===== src/rtl/pipe_stall_ctrl.sv =====
// pipe_stall_ctrl: stall/sequencing control for the five-stage pipeline.
// Drives pipeline register enables, ID/EX bubble, dmem handshake, timeout flag.
//
// Ports:
//   clk, rst                   clock, async active-high reset
//   id_rs, id_rt               ID source registers
//   ex_memread, ex_rt          EX load flag and destination
//   mem_memread, mem_memwrite  MEM access type
//   dmem_ready / dmem_req      data-memory handshake
//   en_pc .. en_memwb          pipeline register enables
//   bubble_idex                zero ID/EX control when loaded
//   timeout_err                sticky memory timeout
//   stall_cycles               count of cycles with en_pc low
module pipe_stall_ctrl #(
   parameter int MAX_WAIT = 16,
   parameter int CNT_W    = 8
) (
   input  logic        clk,
   input  logic        rst,
   input  logic [4:0]  id_rs,
   input  logic [4:0]  id_rt,
   input  logic        ex_memread,
   input  logic [4:0]  ex_rt,
   input  logic        mem_memread,
   input  logic        mem_memwrite,
   input  logic        dmem_ready,
   output logic        dmem_req,
   output logic        en_pc,
   output logic        en_ifid,
   output logic        en_idex,
   output logic        en_exmem,
   output logic        en_memwb,
   output logic        bubble_idex,
   output logic        timeout_err,
   output logic [31:0] stall_cycles
);

   typedef enum logic [1:0] {
      IDLE,
      MEM_WAIT,
      ERR
   } state_t;

   localparam logic [CNT_W-1:0] LAST = CNT_W'(MAX_WAIT - 1);

   state_t           state, state_nx;
   logic [CNT_W-1:0] wait_cnt, wait_cnt_nx;
   logic             mem_acc, load_use;
   logic             req_c, freeze, lu_stall;

   assign mem_acc  = mem_memread | mem_memwrite;
   assign load_use = ex_memread & (ex_rt != 5'd0) &
                     ((ex_rt == id_rs) | (ex_rt == id_rt));

   always_comb begin
      state_nx    = state;
      wait_cnt_nx = wait_cnt;
      req_c       = 1'b0;
      unique case (state)
         IDLE: begin
            req_c = mem_acc;
            if (mem_acc && !dmem_ready) begin
               if (MAX_WAIT == 1) begin
                  state_nx = ERR;
               end else begin
                  state_nx    = MEM_WAIT;
                  wait_cnt_nx = CNT_W'(1);
               end
            end
         end
         MEM_WAIT: begin
            req_c = 1'b1;
            if (dmem_ready) begin
               state_nx    = IDLE;
               wait_cnt_nx = '0;
            end else if (wait_cnt == LAST) begin
               state_nx = ERR;
            end else begin
               wait_cnt_nx = wait_cnt + CNT_W'(1);
            end
         end
         ERR: begin
            req_c = 1'b0;
         end
         default: begin
            state_nx = IDLE;
         end
      endcase
   end

   // ERR and an unanswered request both freeze every stage; load-use
   // only applies when nothing is frozen.
   assign freeze   = (state == ERR) | (req_c & ~dmem_ready);
   assign lu_stall = ~freeze & load_use;

   // While reset is held the pipeline free-runs and no request is issued.
   assign dmem_req    = ~rst & req_c;
   assign en_pc       = rst | ~(freeze | lu_stall);
   assign en_ifid     = rst | ~(freeze | lu_stall);
   assign en_idex     = rst | ~freeze;
   assign en_exmem    = rst | ~freeze;
   assign en_memwb    = rst | ~freeze;
   assign bubble_idex = ~rst & lu_stall;

   always_ff @(posedge clk or posedge rst) begin
      if (rst) begin
         state        <= IDLE;
         wait_cnt     <= '0;
         timeout_err  <= 1'b0;
         stall_cycles <= '0;
      end else begin
         state       <= state_nx;
         wait_cnt    <= wait_cnt_nx;
         timeout_err <= timeout_err | (state_nx == ERR);
         if (!en_pc) begin
            stall_cycles <= stall_cycles + 32'd1;
         end
      end
   end

endmodule


===== config.mk =====
export PLATFORM = sky130hd
export DESIGN_NAME = pipe_stall_ctrl
export DESIGN_NICKNAME = d
export VERILOG_FILES = /design/src/rtl/pipe_stall_ctrl.sv
export SDC_FILE = /design/constraint.sdc
export NUM_CORES = 1
export LEC_CHECK = 0
export ABC_AREA = 1
export BUFFER_PORTS_ARGS = -buffer_cell sky130_fd_sc_hd__buf_2
export CAP_MARGIN = 40
export CORE_ASPECT_RATIO = 1.25
export CORE_UTILIZATION = 60
export DETAILED_ROUTE_END_ITERATION = 12
export GPL_ROUTABILITY_DRIVEN = 0
export PLACE_DENSITY = 0.86
export SYNTH_ARGS = -nofsm -noshare
export SYNTH_HDL_FRONTEND = slang
export SYNTH_SLANG_ARGS = --single-unit
export TNS_END_PERCENT = 30

===== constraint.sdc =====
create_clock -name clk -period 10.75 [get_ports clk]
set_input_delay 3.225 -clock clk [delete_from_list [all_inputs] [get_ports clk]]
set_output_delay 3.225 -clock clk [all_outputs]
set_load 0.02 [all_outputs]

==> results of run 1 <==
## layout make-up
cell class | count | area share
clock inverters | 1 | 0.00219
repair buffers | 62 | 0.0920
flip-flops and latches | 43 | 0.314
inverters | 49 | 0.0537
clock buffers | 7 | 0.0281
well taps | 60 | 0.0219
multi-input cells | 358 | 0.488
## cell families (layout without fill, tap and decap cells)
family,Yosys count,in the layout,synth area share
compound gates,15,15,0.0273
xor+xnor,18,18,0.0521
fa+ha+maj,2,2,0.00827
buf+inv,61,119,0.0918
flops,43,43,0.356
simple gates,323,323,0.465
## worst paths after layout
| check | start | to | slack, ns | depth (start not counted) |
|---|---|---|---|---|
| max in group asynchronous | rst | stall_cycles[12]$_DFFE_PP0N_ | 7.14 | 3 |
| setup reg to reg | state[1]$_DFF_PP0_ | stall_cycles[10]$_DFFE_PP0N_ | 8.64 | 9 |
| setup / recovery | rst | en_ifid | 2.20 | 7 |
| hold reg to reg | timeout_err$_DFF_PP0_ | timeout_err$_DFF_PP0_ | 0.50 | 1 |
| hold / removal | timeout_err$_DFF_PP0_ | timeout_err$_DFF_PP0_ | 0.50 | 1 |
| min in group asynchronous | rst | wait_cnt[5]$_DFFE_PP0P_ | 2.94 | 2 |
## sequential cells by signal (all words and copies together), names as in the netlist
register      count
wait_cnt          8
timeout_err       1
state             2
stall_cycles     32
## critical path, cell delays in order
cell and delay (ns):
buf_2 0.11, inv_2 0.34, buf_4 0.40, nand2_2 0.47
nand2_4 0.49, inv_1 0.10, buf_2 0.17
## cells in the mapped netlist
cell        n  share of area
nand2_1   185           0.23
nor2_1     50          0.062
nand3_1    48          0.079
inv_1      46          0.057
dfrtp_1    43           0.36
xor2_1     13          0.038
nand3b_1   10          0.025
o21ai_0     9          0.015
nand4_1     8          0.017
nor3_1      7          0.012
buf_4       6          0.015
xnor2_1     5          0.014
nand2_2     4         0.0083
a21oi_1     3         0.0050
buf_2       3         0.0050
buf_6       3          0.011
inv_2       3         0.0037
or2_2       3         0.0062
ha_1        2         0.0083
nand3_2     2         0.0066
nor2_2      2         0.0041
o21a_1      2         0.0050
nand2_4     1         0.0037
nor2_4      1         0.0037
nor3_2      1         0.0033
nor3_4      1         0.0054
o31ai_1     1         0.0025
## power by group through the flow
stage	clock network (mW)	logic, mW	registers (mW)
floorplan	0	0.0428	0.195
global placement	0	0.0694	0.186
detailed placement	0	0.0723	0.187
CTS	0.115	0.0723	0.184
global route	0.123	0.0784	0.185
finish	0.115	0.0718	0.184
## routing by layer
metal / global-route usage / vias up
li1: - / 1551
met3: 0.0562 / 24
met4: 0.117 / 0
met2: 0.556 / 135
met1: 0.352 / 1462
met5: 0 / -
==> summary.txt, run 1 <==
Setup path
  • CP Launch Type: primary input
  • Worst path arrival time: 5.32 ns
  • Max FO, Critical Path: 36
  • Req. time, crit path: 7.53 ns
  • Crit. End Element: primary output
  • Crit Path Class: primary input to primary output

Route
  • Via count: 3172
  • Initial DRC count: about 250
  • Metal2 WL: 3890 um
  • # DRC: 0
  • Routed wire per std cell: 12.9 um
  • Wl on met1: 2930 um
  • WL met3: roughly 490 um
  • Routed vias/inst: 5.47
  • Final Routed Wirelength: 7510 um
  • DR top layer: met4
  • First-pass DRT Iterations: 4
  • Antenna viol nets, final: 0

Placed design
  • Placed Instances: 572
  • Dpl hpwl: between 5000 and 6000 um
  • Port-buffer cells: 60
  • Post-Place Setup Slack: 2.14 ns
  • DP Area: 3320 sq um

GRT
  • Largest net degree at the start of global routing: 37
  • First-pass GRT wire length: roughly 13000 um
  • Gr usage total: 0.306
  • Vias in the first global route: between 2000 and 3000
  • Initial antenna violation count: 0
  • Gr ovfl total: 0

Clock tree
  • Clk slew on worst S/H paths: approximately 0.080 ns
  • Root Driver: clkbuf_8
  • Sink Count: 43
  • Clock Path Buffers: 2
  • Hold buffers post-CTS: 0
  • TritonCTS clock tree: built
  • CTS HTree Levels: 2
  • Post-CTS Resized: 0
  • Latest clock arrival within the worst-skew pair: 0.30 ns
  • Num CTS Buffers: 5
  • # Post-CTS Setup Buffers: 0

Synthesis
  • Seq/Total Area, Yosys: 0.356
  • Synthesized area: about 3000 sq um
  • Syn Inst Count: 462
  • Synth warn: 0
  • Syn_area_per_cell: 6.55 sq um
  • Distinct cell type count after synthesis: 27
  • Mapped Nets: 485
  • Register bit total from synthesis: 43

Status
  • Status: completed

Layout
  • Multi-input logic area: 1670 sq um
  • Reg area: between 1000 and 1500 sq um
  • Layout cells sized above 1: 0.171
  • Cell area after layout: 3430 sq um
  • Layout Nets: 542
  • Most frequent cells in the layout: nand2_1 (185), buf_2 (60), nor2_1 (50), nand3_1 (48), inv_1 (45)
  • Layout area overhead: 13.2%
  • Most common cell after layout, fill and taps aside: nand2_1
  • ANT cells: 0
  • Final core utilization: 0.714
  • Filler-free cell count of the finished design: 580
  • Fill cells: 397

STA
  • Final Hold Viols: 0
  • Tcrit/Tclk final: 0.795
  • # setup viols final: 0
  • Fin crit period: ~8.5 ns
  • Setup_tns: 0 ns
  • Clk_skew: around 0.0069 ns
  • Slew Limit Fails: 0
  • Slew HR: 0.527
  • Final worst slack: 2.20 ns
  • Hold slack: 0.500 ns
  • Max Clk Rate: between 100 and 150 MHz
  • Worst-Margin Slew: between 0.7 and 0.8 ns
  • RSZ-0062 raised after global routing: false

Pwr
  • P_int: 252 uW
  • Leakage power total: 1.90 nW
  • Clock share of power: 0.309
  • VDD IR max: between 70 and 80 uV
  • Power per cell area: 108 nW/um^2
  • Combinational share of power: 0.194
  • Switch share: 0.320
  • Pwr Total: around 370 uW
  • Net Sw Power: 119 uW
  • Seq pwr share: 0.497

Floorplan
  • Die ar.: between 5000 and 6000 sq um
  • Core footprint: roughly 4800 sq um
  • Chip Width: approximately 66 um
  • Initial core utilization: 0.631
  • Top Ports: 61
  • Cell Rows: 28
  • Die Y: 81.4 um

Worst hold path
  • Hold/Removal Path Class: flip-flop to flip-flop

Flow run
  • Number of max-cap violations: 0
Note: power is estimated with default switching activity, not from simulation.
==> run 2, diff against run 1 <==
--- a/config.mk
+++ b/config.mk
@@ -9,10 +9,10 @@
 export BUFFER_PORTS_ARGS = -buffer_cell sky130_fd_sc_hd__buf_2
 export CAP_MARGIN = 40
 export CORE_ASPECT_RATIO = 1.25
-export CORE_UTILIZATION = 60
+export CORE_UTILIZATION = 50
 export DETAILED_ROUTE_END_ITERATION = 12
 export GPL_ROUTABILITY_DRIVEN = 0
-export PLACE_DENSITY = 0.86
+export PLACE_DENSITY = 0.77
 export SYNTH_ARGS = -nofsm -noshare
 export SYNTH_HDL_FRONTEND = slang
 export SYNTH_SLANG_ARGS = --single-unit
==> constraint.sdc (replaced) <==
create_clock -name clk -period 7.5 [get_ports clk]
set_input_delay 2.25 -clock clk [delete_from_list [all_inputs] [get_ports clk]]
set_output_delay 2.25 -clock clk [all_outputs]
set_load 0.02 [all_outputs]
==> run 2 against run 1 <==
Against the previous run:
- sequential power grew 43%
- setup slack lost 0.76 ns
- clock power grew 88%
- sequential share of layout area shrank 0.43 points
- global-route usage shrank 7.0 points
- count of clock-buffer cells in the layout shrank 2
- highest routed layer unchanged
- register-to-register slack lost 3.0 ns
- final area grew 1.4%
- die area grew 19%
- non-clock buffer count grew 1
- core utilization shrank 12 points
==> summary.txt, run 2 (synthesis gave the netlist of run 1 again) <==
GRT
  • Gr ovfl total: 0
  • Vias in the first global route: 2801
  • Gr usage total: 0.236
  • Largest net degree at the start of global routing: 35
  • Initial antenna violation count: 0
  • First-pass GRT wire length: 12000 um

Setup path
  • Crit. End Element: primary output
  • RR Endpoint: stall_cycles[17]$_DFFE_PP0N_
  • Req. time, crit path: 5.25 ns
  • Worst path arrival time: 3.81 ns
  • Crit Path Class: primary input to primary output
  • FF-to-FF path depth: 9
  • R2r setup slk: roughly 5.6 ns
  • Worst Setup EP: en_pc
  • CP Launch Type: primary input
  • Worst r2r src: state[1]$_DFF_PP0_
  • Max FO, Critical Path: 33
  • CP startpoint: mem_memwrite

STA
  • Max Clk Rate: 165 MHz
  • RSZ-0062 raised after global routing: false
  • # setup viols final: 0
  • Setup_tns: 0 ns
  • Slew Limit Fails: 0
  • Final Hold Viols: 0
  • Fin crit period: 6.06 ns
  • Tcrit/Tclk final: 0.809
  • Clk_skew: 0.00967 ns
  • Final worst slack: 1.44 ns
  • Slew HR: 0.720
  • Worst-Margin Slew: about 0.42 ns

Clock tree
  • Root Driver: clkbuf_8
  • Post-CTS Resized: 0
  • Clock Path Buffers: 2
  • Clk slew on worst S/H paths: about 0.080 ns
  • Num CTS Buffers: 5
  • Latest clock arrival within the worst-skew pair: 0.30 ns
  • TritonCTS clock tree: built
  • Hold buffers post-CTS: 0
  • CTS HTree Levels: 2
  • # Post-CTS Setup Buffers: 0
  • Sink Count: 43

Floorplan
  • Core footprint: 5820 sq um
  • Top Ports: 61
  • Die Y: 89.0 um
  • Chip Width: 71.6 um
  • Initial core utilization: 0.520
  • Die ar.: around 6400 sq um
  • Cell Rows: 31

Placed design
  • Port-buffer cells: 60
  • Placed Instances: 579
  • Dpl hpwl: 5390 um
  • DP Area: 3340 sq um
  • Post-Place Setup Slack: 1.43 ns

Route
  • Via count: 3005
  • # DRC: 0
  • Initial DRC count: 129
  • Antenna viol nets, final: 0
  • Final Routed Wirelength: 7020 um
  • Routed wire per std cell: 12.0 um
  • First-pass DRT Iterations: 4
  • Routed vias/inst: about 5.1

Layout
  • Most common cell after layout, fill and taps aside: nand2_1
  • Final core utilization: 0.597
  • Fill cells: 587
  • Filler-free cell count of the finished design: 587
  • Most frequent cells in the layout: nand2_1 (185), buf_2 (60), nor2_1 (50), nand3_1 (48), inv_1 (45)
  • Cell area after layout: between 3000 and 4000 sq um
  • Layout cells sized above 1: 0.173
  • Multi-input logic area: about 1700 sq um
  • ANT cells: 0
  • Layout area overhead: 14.8%
  • Largest regs: stall_cycles (32), wait_cnt (8), state (2)
  • Reg area: between 1000 and 1500 sq um
  • Biggest register: stall_cycles
  • Max FFs per register: 32
  • Layout Nets: 543

Pwr
  • Net Sw Power: 172 uW
  • VDD IR max: about 120 uV
  • Power per cell area: 168 nW/um^2
  • Leakage power total: 1.92 nW
  • Combinational share of power: 0.177
  • P_int: ~410 uW
  • Seq pwr share: 0.452
  • Switch share: 0.295
  • Clock share of power: 0.371

Flow run
  • Number of max-cap violations: 0

Worst hold path
  • Hold/Removal Path Class: flip-flop to flip-flop

Status
  • Status: completed
-- run 2: cell types whose count changed in the layout (fill, tap and decap cells not counted), sizes merged --
cell    before  now
bufinv       0    2
clkbuf       7    5
buf         62   63
-- run 2: per-stage QoR --
stage          power, mW  hold WS (ns)
2_1_floorplan      0.340         0.471
3_3_place_gp       0.368         0.450
3_5_place_dp       0.371         0.448
4_1_cts            0.588         0.477
5_1_grt            0.609         0.506
6_report           0.582         0.475
-- run 2: worst min-delay path by stage --
stage	endpoint	slack [ns]	from	cells after the start
floorplan	state[0]$_DFF_PP0_	0.47	state[0]$_DFF_PP0_	1
global placement	timeout_err$_DFF_PP0_	0.45	timeout_err$_DFF_PP0_	1
detailed placement	timeout_err$_DFF_PP0_	0.45	timeout_err$_DFF_PP0_	1
CTS	timeout_err$_DFF_PP0_	0.48	timeout_err$_DFF_PP0_	1
global route	timeout_err$_DFF_PP0_	0.51	timeout_err$_DFF_PP0_	1
finish	timeout_err$_DFF_PP0_	0.48	timeout_err$_DFF_PP0_	1
-- run 2: cell type report --
type,instances,area share
Timing Repair Buffer,63,0.0929
Tap cell,66,0.0238
Inverter,49,0.0529
Sequential cell,43,0.310
Clock buffer,5,0.0198
Multi-Input combinational cell,358,0.481
Clock inverter,3,0.0194
-- run 2: power groups by stage --
| stage | Clock (mW) | Sequential [mW] | Combinational (mW) |
|---|---|---|---|
| detailed placement | 0 | 0.268 | 0.103 |
| global placement | 0 | 0.268 | 0.101 |
| floorplan | 0 | 0.279 | 0.0613 |
| CTS | 0.221 | 0.263 | 0.104 |
| global route | 0.229 | 0.266 | 0.114 |
| finish | 0.216 | 0.263 | 0.103 |
-- run 2: routing by layer --
metal	GRT usage	up-vias	share of wire
met5	0	-	0
met4	0.128	0	0.035
met3	0.0428	20	0.042
met2	0.430	75	0.48
met1	0.263	1356	0.44
li1	-	1554	-
-- run 2: worst max-delay path, stage by stage --
cell,delay (ns)
buf_2,0.09
or2_2,0.29
nand3_1,0.11
nand3_1,0.11
nand2_2,0.34
nand2_4,0.29
inv_1,0.14
buf_2,0.17
